File: src/rtl/system_bus_pkg.sv
// Shared definitions for the system bus master port: default field widths,
// the serial frame length and the port state encoding.
package system_bus_pkg;

    localparam int ADDR_WIDTH_DEF  = 12;
    localparam int DATA_WIDTH_DEF  = 8;
    localparam int BURST_WIDTH_DEF = 13;

    // Largest of three widths; sets how many serial bits a request takes.
    function automatic int max3(input int a, input int b, input int c);
        int m;
        m = (a > b) ? a : b;
        return (m > c) ? m : c;
    endfunction

    localparam int MAX_W = max3(ADDR_WIDTH_DEF, DATA_WIDTH_DEF, BURST_WIDTH_DEF);

    typedef enum logic [1:0] {
        IDLE = 2'd0,
        SEND = 2'd1,
        ACK  = 2'd2,
        RECV = 2'd3
    } state_t;

endpackage

File: src/rtl/bus_master_port_if.sv
// Serial link between the bus master port and the slave: three request
// lines with their handshake, transaction enables, and the read-data return.
interface bus_master_port_if;

    logic tx_address;
    logic tx_data;
    logic tx_burst;
    logic master_valid;
    logic slave_ready;
    logic write_en;
    logic read_en;
    logic master_ready;
    logic slave_valid;
    logic rx_data;
    logic rx_done;

    modport master (
        output tx_address, tx_data, tx_burst, master_valid,
        output write_en, read_en, master_ready,
        input  slave_ready, slave_valid, rx_data, rx_done
    );

    modport slave (
        input  tx_address, tx_data, tx_burst, master_valid,
        input  write_en, read_en, master_ready,
        output slave_ready, slave_valid, rx_data, rx_done
    );

endinterface

File: src/rtl/bus_piso.sv
// Parallel-in serial-out shifter for one request field. The current bit is
// always at position 0; zeros are shifted in from the top, so the line reads
// 0 once more bits than WIDTH have been requested.
module bus_piso #(
    parameter int WIDTH = 8
) (
    input  logic             clk,
    input  logic             reset,
    input  logic             load,
    input  logic [WIDTH-1:0] load_data,
    input  logic             shift_en,
    output logic             bit_out
);

    logic [WIDTH-1:0] sreg;

    // Capture a new field on load, otherwise advance one bit per shift.
    // NOTE: reset is synchronous and active-low, so it lives inside the clocked
    // branch; state uses non-blocking assignments so all registers see pre-edge values.
    always_ff @(posedge clk) begin
        if (!reset) begin
            sreg <= '0;
        end else if (load) begin
            sreg <= load_data;
        end else if (shift_en) begin
            sreg <= sreg >> 1;
        end
    end

    assign bit_out = sreg[0];

endmodule

File: src/rtl/bus_master_port.sv
// Master-side serial port of the system bus. Accepts one parallel request,
// shifts address/data/burst out LSB-first under master_valid/slave_ready,
// then waits for rx_done (write) or collects DATA_WIDTH read bits (read).
// Optional feature macro: MASTER_TIMEOUT_EN adds an inactivity timeout that
// aborts the transaction with an err pulse after TIMEOUT_CYCLES idle cycles.
module bus_master_port
    import system_bus_pkg::*;
#(
    parameter int ADDR_WIDTH     = ADDR_WIDTH_DEF,
    parameter int DATA_WIDTH     = DATA_WIDTH_DEF,
    parameter int BURST_WIDTH    = BURST_WIDTH_DEF,
    parameter int TIMEOUT_CYCLES = 256
) (
    input  logic                   clk,
    input  logic                   reset,
    input  logic                   req_valid,
    output logic                   req_ready,
    input  logic                   req_write,
    input  logic [ADDR_WIDTH-1:0]  req_addr,
    input  logic [DATA_WIDTH-1:0]  req_wdata,
    input  logic [BURST_WIDTH-1:0] req_burst,
    bus_master_port_if.master      bus,
    output logic [DATA_WIDTH-1:0]  rd_data,
    output logic                   rd_valid,
    output logic                   done,
    output logic                   err
);

    localparam int SER_BITS = max3(ADDR_WIDTH, DATA_WIDTH, BURST_WIDTH);
    localparam int CNT_W    = $clog2(SER_BITS + 1);
    localparam int RCNT_W   = $clog2(DATA_WIDTH + 1);

    if (TIMEOUT_CYCLES < 1) begin : g_bad_timeout
        $error("TIMEOUT_CYCLES must be at least 1");
    end

    state_t                state_q, state_d;
    logic [CNT_W-1:0]      cnt_q, cnt_d;
    logic [RCNT_W-1:0]     rcnt_q, rcnt_d;
    logic [DATA_WIDTH-1:0] rx_buf_q, rx_buf_d;
    logic [DATA_WIDTH-1:0] rd_data_q, rd_data_d;
    logic tx_address_q, tx_address_d;
    logic tx_data_q, tx_data_d;
    logic tx_burst_q, tx_burst_d;
    logic master_valid_q, master_valid_d;
    logic write_en_q, write_en_d;
    logic read_en_q, read_en_d;
    logic master_ready_q, master_ready_d;
    logic rd_valid_q, rd_valid_d;
    logic done_q, done_d;

    logic accept;
    logic shift_en;
    logic addr_bit, data_bit, burst_bit;

    assign req_ready = (state_q == IDLE) && reset;
    assign accept    = req_valid && req_ready;
    // A bit goes out on every SEND edge the slave is ready, until the frame is complete.
    assign shift_en  = (state_q == SEND) && bus.slave_ready && (cnt_q != CNT_W'(SER_BITS));

    bus_piso #(.WIDTH(ADDR_WIDTH)) u_addr_piso (
        .clk       (clk),
        .reset     (reset),
        .load      (accept),
        .load_data (req_addr),
        .shift_en  (shift_en),
        .bit_out   (addr_bit)
    );

    // Reads carry no write data, so the data line is loaded with zeros.
    bus_piso #(.WIDTH(DATA_WIDTH)) u_data_piso (
        .clk       (clk),
        .reset     (reset),
        .load      (accept),
        .load_data (req_write ? req_wdata : '0),
        .shift_en  (shift_en),
        .bit_out   (data_bit)
    );

    bus_piso #(.WIDTH(BURST_WIDTH)) u_burst_piso (
        .clk       (clk),
        .reset     (reset),
        .load      (accept),
        .load_data (req_burst),
        .shift_en  (shift_en),
        .bit_out   (burst_bit)
    );

`ifdef MASTER_TIMEOUT_EN
    localparam int TMO_W = $clog2(TIMEOUT_CYCLES + 1);

    logic [TMO_W-1:0] tmo_q;
    logic             activity;
    logic             tmo_expire;
    logic             err_q;

    assign activity   = shift_en
                     || ((state_q == ACK)  && bus.rx_done)
                     || ((state_q == RECV) && bus.slave_valid);
    assign tmo_expire = (state_q != IDLE) && !activity
                     && (tmo_q == TMO_W'(TIMEOUT_CYCLES - 1));

    // Inactivity counter: cleared outside transactions and on every handshake.
    always_ff @(posedge clk) begin
        if (!reset) begin
            tmo_q <= '0;
        end else if ((state_q == IDLE) || activity || tmo_expire) begin
            tmo_q <= '0;
        end else begin
            tmo_q <= tmo_q + 1'b1;
        end
    end

    // One-cycle err pulse on the abort edge.
    always_ff @(posedge clk) begin
        if (!reset) begin
            err_q <= 1'b0;
        end else begin
            err_q <= tmo_expire;
        end
    end

    assign err = err_q;
`else
    assign err = 1'b0;
`endif

    // Next-state and next-output logic for the transaction sequencer.
    // NOTE: every _d signal is given a default before the case statement; a
    // branch that skipped one would otherwise infer a latch.
    always_comb begin
        state_d        = state_q;
        cnt_d          = cnt_q;
        rcnt_d         = rcnt_q;
        rx_buf_d       = rx_buf_q;
        rd_data_d      = rd_data_q;
        tx_address_d   = tx_address_q;
        tx_data_d      = tx_data_q;
        tx_burst_d     = tx_burst_q;
        master_valid_d = 1'b0;
        write_en_d     = write_en_q;
        read_en_d      = read_en_q;
        master_ready_d = master_ready_q;
        rd_valid_d     = 1'b0;
        done_d         = 1'b0;

        case (state_q)
            IDLE: begin
                if (accept) begin
                    state_d    = SEND;
                    cnt_d      = '0;
                    write_en_d = req_write;
                    read_en_d  = !req_write;
                end
            end
            SEND: begin
                if (cnt_q == CNT_W'(SER_BITS)) begin
                    // Frame complete: park the lines low and wait for the slave.
                    state_d        = write_en_q ? ACK : RECV;
                    master_ready_d = !write_en_q;
                    rcnt_d         = '0;
                    tx_address_d   = 1'b0;
                    tx_data_d      = 1'b0;
                    tx_burst_d     = 1'b0;
                end else if (bus.slave_ready) begin
                    tx_address_d   = addr_bit;
                    tx_data_d      = data_bit;
                    tx_burst_d     = burst_bit;
                    master_valid_d = 1'b1;
                    cnt_d          = cnt_q + 1'b1;
                end
            end
            ACK: begin
                if (bus.rx_done) begin
                    done_d     = 1'b1;
                    write_en_d = 1'b0;
                    state_d    = IDLE;
                end
            end
            RECV: begin
                if (bus.slave_valid) begin
                    // Shift in from the top so the first bit ends at bit 0.
                    rx_buf_d = {bus.rx_data, rx_buf_q[DATA_WIDTH-1:1]};
                    rcnt_d   = rcnt_q + 1'b1;
                    if (rcnt_q == RCNT_W'(DATA_WIDTH - 1)) begin
                        rd_data_d      = rx_buf_d;
                        rd_valid_d     = 1'b1;
                        done_d         = 1'b1;
                        read_en_d      = 1'b0;
                        master_ready_d = 1'b0;
                        state_d        = IDLE;
                    end
                end
            end
            default: begin
                state_d = IDLE;
            end
        endcase

`ifdef MASTER_TIMEOUT_EN
        if (tmo_expire) begin
            state_d        = IDLE;
            tx_address_d   = 1'b0;
            tx_data_d      = 1'b0;
            tx_burst_d     = 1'b0;
            master_valid_d = 1'b0;
            write_en_d     = 1'b0;
            read_en_d      = 1'b0;
            master_ready_d = 1'b0;
            rd_valid_d     = 1'b0;
            done_d         = 1'b0;
        end
`endif
    end

    // State register and all registered outputs.
    always_ff @(posedge clk) begin
        if (!reset) begin
            state_q        <= IDLE;
            cnt_q          <= '0;
            rcnt_q         <= '0;
            rx_buf_q       <= '0;
            rd_data_q      <= '0;
            tx_address_q   <= 1'b0;
            tx_data_q      <= 1'b0;
            tx_burst_q     <= 1'b0;
            master_valid_q <= 1'b0;
            write_en_q     <= 1'b0;
            read_en_q      <= 1'b0;
            master_ready_q <= 1'b0;
            rd_valid_q     <= 1'b0;
            done_q         <= 1'b0;
        end else begin
            state_q        <= state_d;
            cnt_q          <= cnt_d;
            rcnt_q         <= rcnt_d;
            rx_buf_q       <= rx_buf_d;
            rd_data_q      <= rd_data_d;
            tx_address_q   <= tx_address_d;
            tx_data_q      <= tx_data_d;
            tx_burst_q     <= tx_burst_d;
            master_valid_q <= master_valid_d;
            write_en_q     <= write_en_d;
            read_en_q      <= read_en_d;
            master_ready_q <= master_ready_d;
            rd_valid_q     <= rd_valid_d;
            done_q         <= done_d;
        end
    end

    assign bus.tx_address   = tx_address_q;
    assign bus.tx_data      = tx_data_q;
    assign bus.tx_burst     = tx_burst_q;
    assign bus.master_valid = master_valid_q;
    assign bus.write_en     = write_en_q;
    assign bus.read_en      = read_en_q;
    assign bus.master_ready = master_ready_q;
    assign rd_data          = rd_data_q;
    assign rd_valid         = rd_valid_q;
    assign done             = done_q;

endmodule

File: src/flat_wrapper.sv
// flat-port wrapper written by rule: the top's interface ports become plain ports
module bus_master_port_flat import system_bus_pkg::*;
#(
    parameter int ADDR_WIDTH     = ADDR_WIDTH_DEF,
    parameter int DATA_WIDTH     = DATA_WIDTH_DEF,
    parameter int BURST_WIDTH    = BURST_WIDTH_DEF,
    parameter int TIMEOUT_CYCLES = 256
)
  (clk, reset, req_valid, req_ready, req_write, req_addr, req_wdata, req_burst, rd_data, rd_valid, done, err, bus_tx_address, bus_tx_data, bus_tx_burst, bus_master_valid, bus_write_en, bus_read_en, bus_master_ready, bus_slave_ready, bus_slave_valid, bus_rx_data, bus_rx_done);
  bus_master_port_if bus_i ();
  input  logic clk;
  input  logic reset;
  input  logic req_valid;
  output logic req_ready;
  input  logic req_write;
  input  logic [ADDR_WIDTH-1:0] req_addr;
  input  logic [DATA_WIDTH-1:0] req_wdata;
  input  logic [BURST_WIDTH-1:0] req_burst;
  output logic [DATA_WIDTH-1:0] rd_data;
  output logic rd_valid;
  output logic done;
  output logic err;
  output wire logic [$bits(bus_i.tx_address)-1:0] bus_tx_address;
  output wire logic [$bits(bus_i.tx_data)-1:0] bus_tx_data;
  output wire logic [$bits(bus_i.tx_burst)-1:0] bus_tx_burst;
  output wire logic [$bits(bus_i.master_valid)-1:0] bus_master_valid;
  output wire logic [$bits(bus_i.write_en)-1:0] bus_write_en;
  output wire logic [$bits(bus_i.read_en)-1:0] bus_read_en;
  output wire logic [$bits(bus_i.master_ready)-1:0] bus_master_ready;
  input wire logic [$bits(bus_i.slave_ready)-1:0] bus_slave_ready;
  input wire logic [$bits(bus_i.slave_valid)-1:0] bus_slave_valid;
  input wire logic [$bits(bus_i.rx_data)-1:0] bus_rx_data;
  input wire logic [$bits(bus_i.rx_done)-1:0] bus_rx_done;
  assign bus_tx_address = bus_i.tx_address;
  assign bus_tx_data = bus_i.tx_data;
  assign bus_tx_burst = bus_i.tx_burst;
  assign bus_master_valid = bus_i.master_valid;
  assign bus_write_en = bus_i.write_en;
  assign bus_read_en = bus_i.read_en;
  assign bus_master_ready = bus_i.master_ready;
  assign bus_i.slave_ready = bus_slave_ready;
  assign bus_i.slave_valid = bus_slave_valid;
  assign bus_i.rx_data = bus_rx_data;
  assign bus_i.rx_done = bus_rx_done;
  bus_master_port #(.ADDR_WIDTH(ADDR_WIDTH), .DATA_WIDTH(DATA_WIDTH), .BURST_WIDTH(BURST_WIDTH), .TIMEOUT_CYCLES(TIMEOUT_CYCLES)) u_core (.clk(clk), .reset(reset), .req_valid(req_valid), .req_ready(req_ready), .req_write(req_write), .req_addr(req_addr), .req_wdata(req_wdata), .req_burst(req_burst), .bus(bus_i), .rd_data(rd_data), .rd_valid(rd_valid), .done(done), .err(err));
endmodule
File: config.mk
export PLATFORM = sky130hd
export DESIGN_NAME = bus_master_port_flat
export DESIGN_NICKNAME = d
export VERILOG_FILES = /design/src/rtl/system_bus_pkg.sv /design/src/rtl/bus_master_port_if.sv /design/src/rtl/bus_piso.sv /design/src/rtl/bus_master_port.sv /design/src/flat_wrapper.sv
export SDC_FILE = /design/constraint.sdc
export NUM_CORES = 1
export LEC_CHECK = 0
export CAP_MARGIN = 20
export CELL_PAD_IN_SITES_DETAIL_PLACEMENT = 1
export CELL_PAD_IN_SITES_GLOBAL_PLACEMENT = 1
export CORE_MARGIN = 1.5
export CORE_UTILIZATION = 40
export CTS_BUF_LIST = sky130_fd_sc_hd__clkbuf_16
export CTS_CLUSTER_SIZE = 8
export DETAILED_ROUTE_END_ITERATION = 8
export PLACE_DENSITY_LB_ADDON = 0.3
export SYNTH_ARGS = -nofsm -noshare
export SYNTH_HDL_FRONTEND = slang
export SYNTH_HIERARCHICAL = 1
export SYNTH_SLANG_ARGS = --single-unit
File: constraint.sdc
create_clock -name clk -period 2.31 [get_ports clk]
set_clock_uncertainty 0.15 [all_clocks]
set_input_delay 0.231 -clock clk [delete_from_list [all_inputs] [get_ports clk]]
set_output_delay 0.231 -clock clk [all_outputs]
set_load 0.02 [all_outputs]
Word-level counts from Yosys, hierarchy flattened

Cells that the tools add are included.

Input bits: 41
Word-level logic and storage cells: 99
Memory bits (read-only): 0
Register bits after elaboration: 68
Latch bits: 0
RAM bits: 0
Memories: 0

Magnitude comparators: 0
Shift-type cells: 0
Bitwise logic cells: 2
Divide/modulo/power cells: 0
Multiplexer cells: 41
Add/subtract/negate cells: 2
Multiply operators: 0
Equal/unequal tests: 13
Reduce and logical (&&, ||, !) cells: 24

Operators with widths:

| operator            | number |
|---|---|
| $mux 13             | 2 |
| $mux 12             | 2 |
| $mux 8              | 3 |
| $mux 4              | 5 |
| $mux 1              | 17 |
| $pmux 4 s2          | 2 |
| $reduce_and 4->1    | 3 |
| $reduce_bool 2->1   | 6 |
| $mux 2              | 5 |
| $ne 2x2->1 const B  | 5 |
| $reduce_and 3->1    | 3 |
| $add 4x1->4 const B | 2 |
| $pmux 1 s2          | 4 |
| $pmux 2 s4          | 1 |
| $reduce_and 2->1    | 3 |
| $reduce_and 5->1    | 1 |
| $eq 2x2->1 const B  | 2 |
| $eq 4x3->1 const B  | 1 |
| $eq 4x4->1 const B  | 1 |
| $logic_and 1x1->1   | 4 |
| $ne 2x1->1 const B  | 2 |
| $ne 4x4->1 const B  | 1 |
| $reduce_or 3->1     | 1 |
| $eq 2x1->1 const B  | 1 |
| other kinds (3)     | 5 |

Depth between registers and ports, before layout

Gate-level depths: netlist of the first run.

Depth in word-level cells: 5
Mapped depth: 8
Depth with buffers taken out: 7

Hierarchy

Netlist of the first run, hierarchy kept.

By module, submodules not included:

| module                         | area an instance (sq um) | instances | cells each |
|---|---|---|---|
| bus_master_port                | 1675.4                   | 1         | 191 |
| bus_piso (u_core.u_burst_piso) | 641.9                    | 1         | 56 |
| bus_piso (u_core.u_addr_piso)  | 590.6                    | 1         | 52 |
| bus_piso (u_core.u_data_piso)  | 419.2                    | 1         | 35 |

Worst setup path after synthesis of the first run

Ideal clock, no wire load.

Path type: register -> register
Start point: register u_core.cnt_q[1]
End point: register u_core.u_addr_piso.sreg[0]
Cell stages (with the launch flop): 9
Library setup time: 116 ps
Required time: 2044 ps
Setup slack: 242 ps
Data arrival time: 1802 ps
Cell sequence: dfxtp_1 inv_1 ha_1 nand3_1 nand2_1 inv_1 buf_6 mux2_2 o211a_1

Word-level cells in the longest chain between the ends: 3

RTL lines:

| item                               | line                   | text |
|---|---|---|
| start, declared                    | bus_master_port.sv:38  | `logic [CNT_W-1:0] cnt_q, cnt_d;` |
| start signal, assigned             | bus_master_port.sv:235 | `cnt_q <= cnt_d;` |
| $ne 4x4->1                         | bus_master_port.sv:59  | `assign shift_en = (state_q == SEND) && bus.slave_ready && (cnt_q != CNT_W'(SER_BITS));` |
| $logic_and 1x1->1                  | bus_master_port.sv:59  |  |
| via u_core.shift_en                | bus_master_port.sv:53  | `logic shift_en;` |
| $reduce_bool 2->1 (no source line) | n/a                    |  |
| end signal, assigned               | bus_piso.sv:24         | `sreg <= load_data;` |
| end signal, assigned               | bus_piso.sv:26         | `sreg <= sreg >> 1;` |
| end, declared                      | bus_piso.sv:15         | `logic [WIDTH-1:0] sreg;` |

The timed path passes the listed nets, and every way through them passes these cells.
A chain may end at the register's enable or synchronous reset.

Worst setup path after layout of the first run

Start point: register u_core.cnt_q[1]
End point: register u_core.u_burst_piso.sreg[7]

Word-level cells in the longest chain between the ends: 3

RTL lines:

| item                               | line |
|---|---|
| $ne 4x4->1                         | bus_master_port.sv:59 |
| $logic_and 1x1->1                  | bus_master_port.sv:59 |
| via u_core.shift_en                | bus_master_port.sv:53 |
| $reduce_bool 2->1 (no source line) | n/a |
| end signal, assigned               | bus_piso.sv:24 |
| end signal, assigned               | bus_piso.sv:26 |
| end, declared                      | bus_piso.sv:15 |

The timed path passes the listed nets, and every way through them passes these cells.

==> results.cfg, run 1 <==
[drt]
drt_first_pass_iters = 4
totalWireLength_um = 7577
drc = 0
viasPerCell = 5.159
drt_iter0_drc = 45
vias = 2626
wire_per_inst_um = 14.89
postRouteAntennaNets = 0

[floorplanning]
die_width_um = 94.20
rows = 33
start_util = 0.4090
dieHeight_um = 94.20
fp.coreArea_um2 = 8134
io_pins = 60
die_area_um2 = 8874

[sta]
rsz0062_at_grt = false
worst_slew_pin_slew_ns = 0.6569
maxSlewViolCount = 0
finalCritPeriodShare = 0.8639
setup-violations-final = 0
fmax_ghz = 0.5011
slew-limit-headroom = 0.5621
whs_ns = 0.05990
worst_slack_ns = 0.3143
period_needed_ns = 1.996
fin_setup_tns_ns = 0
finalHoldViolCount = 0

[cts]
h-tree-depth = 3
post_cts_buffers = 0
cts_buffers = 9
cts.clk_slew.worst_paths_ns = 0.06
cts_root_buf = clkbuf_16
cts_sinks = 67
postCtsHoldBufs = 0
cts_tree = built
ctsResizeCount = 0
clk_latency_ns = 0.33
clk_path_buf_depth = 2

[critical_path]
path_common_cell = inv_1
critical_path_arrival_ns = 2.06
cp_slowest_stage_delay_ns = 0.36
end_kind = flop
worst_setup_path_start_kind = flop
reg2reg_slack_ns = 0.31
path_class = reg -> reg
required_ns = 2.38
path_cells = inv_1, ha_1, nand3_1, nand2_1, inv_1, buf_12, mux2_2, o211a_1
critPathSlowestCell = dfxtp_1
path_max_fanout = 17

[synth]
synth_xor_area_frac = 0
synth_compound_area_frac = 0.1700
ys_seq_area_frac = 0.4032
synthAdderAreaFrac = 0.01128
synth_top_family_by_area = simple AND/OR/NAND/NOR gates
synth_nets = 378
synthArstFlopShare = 0
muxShareOfSynthArea = 0.1459
syn_inst = 334
synthSimpleGateAreaFrac = 0.2162
synth_area_um2 = 3327
yosys.cell_types.count = 51
synth-seq-cells = 67
yosys_warnings = 6
avgSynthCellArea_um2 = 9.961
synth_top_flop_cell = dfxtp_1
synth_edf_count = 0

[place]
gp_congestion = 0.8101
portBuffers = 58
place_hpwl_um = 5196
place_ws_ns = 0.1276

[global_routing]
grt_pass1_vias = 2714
grt_usage = 0.1817
antenna_found_initial = 0
grt_pass1_wl_um = 12480
grt_max_degree = 68
gr-total-overflow = 0

[finish]
fillers = 887
nNetsFinal = 443
diodes = 0
fin_util = 0.5398
layout-drive-gt1-share = 0.1881
regArea_um2 = 1341
syn_to_final_growth_pct = 31.97
multi_input_area_um2 = 1812

[power]
sequentialPowerShare = 0.393
switching_share = 0.2174
p_leak_nw = 1.923
power_mw = 3.123
p_int_mw = 2.444
ir_worst_vdd_uv = 368.1
switchingPower_uw = 678.9
p_per_area_nw_per_um2 = 711.4
power_frac_comb = 0.103
clockPowerShare = 0.504

[status]
status = complete, no violations

[min_path]
hp-class = in -> reg

[run]
max-cap-violations = 0
registers in the layout (all words and copies together), names as in the netlist, 2 cells and up:
| register | flops |
|---|---|
| u_core/cnt_q | 4 |
| u_core/state_q | 2 |
| u_core/u_burst_piso/sreg | 13 |
| u_core/u_addr_piso/sreg | 12 |
| u_core/rx_buf_q | 7 |
| u_core/rd_data | 8 |
| u_core/rcnt_q | 4 |
| u_core/u_data_piso/sreg | 8 |
synth_stat cells (2+ instances only):
cell type / number / area share
a211o_1: 2 / 0.0053
a21boi_1: 3 / 0.0068
a21oi_1: 13 / 0.020
and2_1: 8 / 0.015
and3_1: 2 / 0.0038
buf_1: 2 / 0.0023
buf_2: 6 / 0.0090
buf_4: 4 / 0.0090
buf_6: 5 / 0.017
clkbuf_1: 4 / 0.0045
dfxtp_1: 67 / 0.40
ha_1: 3 / 0.011
inv_1: 4 / 0.0045
mux2_2: 24 / 0.081
mux2_4: 7 / 0.032
mux2i_1: 11 / 0.033
nand2_1: 52 / 0.059
nand2b_1: 30 / 0.056
nand3_1: 3 / 0.0045
nand3b_1: 2 / 0.0045
nand4_1: 2 / 0.0038
nand4b_1: 4 / 0.011
nand4bb_1: 2 / 0.0068
nor2_1: 3 / 0.0034
nor3_1: 3 / 0.0045
o211a_1: 30 / 0.090
o211ai_1: 4 / 0.0090
o21a_1: 2 / 0.0045
o21ai_0: 2 / 0.0030
o22ai_1: 5 / 0.0094
or2b_1: 3 / 0.0068
or3b_1: 3 / 0.0079
worst paths after layout:
path	start	end	cells past startpoint
max	u_core/cnt_q[1]	u_core/u_burst_piso/sreg[7]	8
min	reset	u_core/u_data_piso/sreg[2]	2
max reg2reg	u_core/cnt_q[1]	u_core/u_burst_piso/sreg[7]	8
min reg2reg	u_core/bus.read_en	u_core/bus.read_en	2
cell usage in the layout (no fill, tap or decap), types with 4 or more instances in the layout:
master	n
o211a_1	30
nand4b_1	4
inv_1	4
mux2i_1	11
o22ai_1	5
o211ai_1	4
nand2b_1	30
clkbuf_16	9
clkdlybuf4s50_1	57
mux2_4	7
dfxtp_1	67
buf_4	15
and2_1	8
nand2_1	52
mux2_2	24
a21oi_1	13
power groups by stage:
stage / Sequential (mW) / Combinational, mW / Clock (mW)
2_1_floorplan: 1.25 / 0.193 / 0
6_report: 1.23 / 0.323 / 1.57
3_5_place_dp: 1.25 / 0.325 / 0
5_1_grt: 1.23 / 0.352 / 1.65
4_1_cts: 1.23 / 0.328 / 1.61
3_3_place_gp: 1.25 / 0.315 / 0
metal layers:
| metal | vias to the layer above | track usage | share of wire |
|---|---|---|---|
| li1 | 1323 | - | - |
| met1 | 1242 | 0.2035 | 0.44 |
| met2 | 45 | 0.3309 | 0.51 |
| met3 | 16 | 0.03236 | 0.028 |
| met4 | 0 | 0.08209 | 0.020 |
| met5 | - | 0 | 0 |
per-stage QoR:
step	instances	cell area, um2
6_report	509	4390
5_1_grt	509	4390
4_1_cts	509	4390
3_5_place_dp	493	4048
3_3_place_gp	493	4048
2_1_floorplan	334	3327
cells by family after synthesis:
| family | Yosys count |
|---|---|
| AND/OR/NAND/NOR | 126 |
| AO/OA/AOI/OAI | 69 |
| flip-flops | 67 |
| multiplexers | 42 |
| buffers and inverters | 26 |
| adder cells (fa/ha/maj) | 3 |
| other | 1 |
critical path: cells and delay by family, from the launching register on:
family          cells  cell delay, ns
mux                 1            0.34
compound gates      1            0.21
buf+inv             3            0.42
fa+ha+maj           1            0.21
flops               1            0.36
simple gates        2            0.20
final cells by class:
type	instances	area share
multi-input combinational	241	0.4127
sequential	67	0.3055
timing repair buffer	76	0.1704
clock buffer	9	0.05130
tap	105	0.02992
clock inverter	7	0.02679
inverter	4	0.003420
(Power assumes the default switching activity.)
==> run 2, diff against run 1 <==
RECOVER_POWER = 25   (was unset)
==> run 2 against run 1 <==
Power barely moved. Worst setup slack lost 0.00097 ns. Clock power barely moved. Critical path depth stayed put. Die area stayed put. Cell count is the same. Sequential power hardly changed. Sequential share of layout area grew 0.070 points. Combinational power hardly changed. Maximum frequency is essentially flat. First-iteration DRC count up 13%. Core utilization is 0.12 points lower. Critical path type unchanged. Highest routed layer unchanged.
==> results.cfg, run 2 (synthesis gave the netlist of run 1 again) <==
[critical_path]
path_cells = inv_1, ha_1, nand3_1, nand2_1, inv_1, buf_12, mux2_2, o211a_1
path_class = reg -> reg
end_kind = flop
critical_path_arrival_ns = 2.07
worst_setup_path_start_kind = flop
path_max_fanout = 17
required_ns = 2.38
critPathSlowestCell = dfxtp_1
cp_slowest_stage_delay_ns = 0.36
path_common_cell = inv_1

[floorplanning]
die_area_um2 = 8874
start_util = 0.4090
dieHeight_um = 94.20
die_width_um = 94.20
rows = 33
io_pins = 60
fp.coreArea_um2 = 8134

[finish]
largest_reg_flops = 13
diodes = 0
syn_to_final_growth_pct = 31.67
final_common_cell = dfxtp_1
fin_util = 0.5385
nNetsFinal = 443
layout-drive-gt1-share = 0.1807
fillers = 889
regArea_um2 = 1341
regMostFlops = u_core/u_burst_piso/sreg
top_regs = u_core/u_burst_piso/sreg x13, u_core/u_addr_piso/sreg x12
multi_input_area_um2 = 1805
layout_common_cells = 67 x dfxtp_1, 52 x nand2_1, 49 x clkdlybuf4s50_1, 30 x nand2b_1, 30 x o211a_1

[cts]
cts_tree = built
cts_sinks = 67
cts_buffers = 9
clk_latency_ns = 0.33
cts_root_buf = clkbuf_16
postCtsHoldBufs = 0
cts.clk_slew.worst_paths_ns = 0.06
ctsResizeCount = 0
post_cts_buffers = 0
clk_path_buf_depth = 2
h-tree-depth = 3

[sta]
worst_slack_ns = 0.3134
slew-limit-headroom = 0.5586
maxSlewViolCount = 0
finalHoldViolCount = 0
rsz0062_at_grt = false
whs_ns = 0.06144
fin_setup_tns_ns = 0
period_needed_ns = 1.997
fmax_ghz = 0.5008
setup-violations-final = 0
worst_slew_pin_slew_ns = 0.6621
finalCritPeriodShare = 0.8643

[power]
ir_worst_vdd_uv = 368.1
p_leak_nw = 1.947
p_per_area_nw_per_um2 = 712.3
p_int_mw = 2.442
switching_share = 0.2174
sequentialPowerShare = 0.393
power_frac_comb = 0.103
switchingPower_uw = 678.4
clockPowerShare = 0.504

[min_path]
hp-class = in -> reg

[drt]
postRouteAntennaNets = 0
wire_per_inst_um = 14.87
drt_iter0_drc = 51
viasPerCell = 5.149
totalWireLength_um = 7567
vias = 2621
drc = 0
drt_first_pass_iters = 4

[status]
status = complete, no violations

[place]
place_hpwl_um = 5196
gp_congestion = 0.8101
place_ws_ns = 0.1276
portBuffers = 58

[global_routing]
grt_pass1_vias = 2714
antenna_found_initial = 0
grt_usage = 0.1817
grt_pass1_wl_um = 12480
grt_max_degree = 68
gr-total-overflow = 0

[run]
max-cap-violations = 0
## run 2: path summary, 6_finish.rpt
check                           slack [ns]                          end  cells after the start                from
worst max-delay path                  0.31  u_core/u_burst_piso/sreg[4]                      8     u_core/cnt_q[1]
worst min-delay path                  0.06   u_core/u_data_piso/sreg[2]                      2               reset
worst max register to register        0.31  u_core/u_burst_piso/sreg[4]                      8     u_core/cnt_q[1]
worst min register to register        0.30           u_core/bus.read_en                      2  u_core/bus.read_en
## run 2: area by class of cell
type                    count  share of cell area
multi-input cells         241              0.4122
flip-flops and latches     67              0.3062
repair buffers             76              0.1700
clock buffers               9             0.05141
well taps                 105             0.02999
clock inverters             7             0.02685
inverters                   4            0.003428
## run 2: stage by stage
step                cells  instance area (um2)  power [mW]
floorplan             334                 3327       1.439
global placement      493                 4048       1.564
detailed placement    493                 4048       1.576
CTS                   509                 4390       3.161
global route          509                 4380       3.233
finish                509                 4380       3.120
## run 2: critical path, delay by kind of cell (launching register included)
family                     cells  cell delay [ns]
adders and majority gates      1             0.21
muxes                          1             0.34
AOI/OAI and AO/OA              1             0.21
buffers and inverters          3             0.42
DFF                            1             0.36
and+or+nand+nor                2             0.20
## run 2: per-layer routing
metal,GRT usage,share of wire,vias to the layer above
met3,0.03236,0.029,16
met4,0.08209,0.021,0
met5,0,0,-
met1,0.2035,0.44,1233
met2,0.3309,0.51,48
li1,-,-,1324
## run 2: power by group through the flow
stage / Clock (mW) / Sequential [mW] / Combinational [mW]
floorplan: 0 / 1.25 / 0.193
global placement: 0 / 1.25 / 0.315
detailed placement: 0 / 1.25 / 0.325
CTS: 1.61 / 1.23 / 0.328
global route: 1.65 / 1.23 / 0.349
finish: 1.57 / 1.23 / 0.320
==> run 3, diff against run 2 <==
CTS_CLUSTER_SIZE = 30   (was 8)
MAX_ROUTING_LAYER = met4   (was unset)
PLACE_DENSITY = 0.82   (was unset)
PLACE_DENSITY_LB_ADDON = unset   (was 0.3)
==> run 3 against run 2 <==
Worst setup slack got worse by 0.12 ns. Sequential power about the same. Non-clock buffer count decreased by 2. Die area unchanged. Cell count decreased by 0.39%. Clock power increased by 13%. Largest cell class unchanged.
==> results.cfg, run 3 (synthesis gave the netlist of run 1 again) <==
[drt]
wire_per_inst_um = 16.61
vias = 2704
wl_met3_um = 240
drt_first_pass_iters = 4
drt_iter0_drc = 76
drc = 0
viasPerCell = 5.333
wl_met1_um = 3442
totalWireLength_um = 8422
postRouteAntennaNets = 0
routed.top_layer = met4
met2_length_um = 4662

[cts]
clk_latency_ns = 0.32
cts.clk_slew.worst_paths_ns = 0.06
cts_tree = built
clk_path_buf_depth = 2
cts_buffers = 9
postCtsHoldBufs = 0
ctsResizeCount = 0
post_cts_buffers = 0
h-tree-depth = 3
cts_root_buf = clkbuf_16
cts_sinks = 67

[floorplanning]
start_util = 0.4090
die_width_um = 94.20
dieHeight_um = 94.20
io_pins = 60
die_area_um2 = 8874
fp.coreArea_um2 = 8134
rows = 33

[critical_path]
required_ns = 1.93
worst_setup_path_start_kind = flop
end_kind = output port
rr_endpoint = u_core/u_burst_piso/sreg[1]
path_max_fanout = 10
path_class = reg -> out
worstReg2RegStart = u_core/cnt_q[1]
critical_path_arrival_ns = 1.74
reg2reg_slack_ns = 0.20
r2r_cells = 8

[place]
place_hpwl_um = 5571
portBuffers = 58
gp_congestion = 0.8081

[global_routing]
antenna_found_initial = 0
grt_max_degree = 53
grt_pass1_wl_um = 13790
gr-total-overflow = 0
grt_pass1_vias = 2832
grt_usage = 0.2064

[finish]
layout_common_cells = 67 x dfxtp_1, 52 x nand2_1, 46 x clkdlybuf4s50_1, 30 x nand2b_1, 30 x o211a_1
regMostFlops = u_core/u_burst_piso/sreg
nNetsFinal = 441
largest_reg_flops = 13
layout-drive-gt1-share = 0.1841
fillers = 885
top_regs = u_core/u_burst_piso/sreg x13, u_core/u_addr_piso/sreg x12
diodes = 0
final_common_cell = dfxtp_1
syn_to_final_growth_pct = 32.79

[sta]
finalCritPeriodShare = 0.9170
worst_slew_pin_slew_ns = 0.5014
maxSlewViolCount = 0
fmax_ghz = 0.4721
period_needed_ns = 2.118
whs_ns = 0.1377
finalHoldViolCount = 0
slew-limit-headroom = 0.6657
fin_setup_tns_ns = 0
rsz0062_at_grt = false
setup-violations-final = 0

[status]
status = complete, no violations

[min_path]
min_path_cells = 3
holdPathEnd = u_core/rcnt_q[0]
hp-class = in -> reg
hold_start = reset

[run]
max-cap-violations = 0

[power]
p_per_area_nw_per_um2 = 755.8
ir_worst_vdd_uv = 380.7
p_leak_nw = 1.975
## run 3: layer usage
| layer | track usage | up-vias |
|---|---|---|
| li1 | - | 1317 |
| met1 | 0.2205 | 1322 |
| met5 | - | - |
| met4 | 0.05846 | 0 |
| met3 | 0.04045 | 9 |
| met2 | 0.3837 | 56 |
## run 3: where the power goes
group | internal [mW] | switching, mW | total [mW]
clock network | 1.27 | 0.511 | 1.78
logic | 0.190 | 0.140 | 0.330
registers | 1.20 | 0.0259 | 1.23
## run 3: cell type report
| cell class | instances | area [um2] | share of cell area |
|---|---|---|---|
| timing repair buffer | 74 | 729.5 | 0.1651 |
| clock buffer | 9 | 225.2 | 0.05098 |
| clock inverter | 7 | 163.9 | 0.03710 |
| inverter | 4 | 15.01 | 0.003398 |
| multi-input combinational | 241 | 1812 | 0.4101 |
| sequential | 67 | 1341 | 0.3036 |
| tap | 105 | 131.4 | 0.02974 |
## run 3: worst max-delay path: stages, from the launching register on
cell             delay [ns]
dfxtp_1                0.41
buf_4                  0.21
nor3_1                 0.17
clkdlybuf4s50_1        0.63
## run 3: metrics by stage
step | util | instances | total power [mW] | setup slack (ns) | cell area (um2)
after floorplan | - | 334 | 1.439 | 0.2418 | 3327
after global placement | 0.4958 | 491 | 1.562 | 0.1713 | 4033
after detailed placement | 0.4958 | 491 | 1.575 | 0.1340 | 4033
after CTS | 0.5436 | 507 | 3.373 | 0.1775 | 4422
after global routing | 0.5431 | 507 | 3.446 | 0.1340 | 4418
final | 0.5431 | 507 | 3.339 | 0.1917 | 4418
## run 3: how the worst max path moves through the flow
stage                       from                      endpoint
6_report       u_core/state_q[1]                     req_ready
5_1_grt          u_core/cnt_q[1]   u_core/u_burst_piso/sreg[1]
4_1_cts        u_core/state_q[1]                     req_ready
3_5_place_dp     bus_slave_ready  u_core/u_burst_piso/sreg[11]
3_3_place_gp     bus_slave_ready    u_core/u_addr_piso/sreg[9]
2_1_floorplan    u_core/cnt_q[1]    u_core/u_addr_piso/sreg[0]
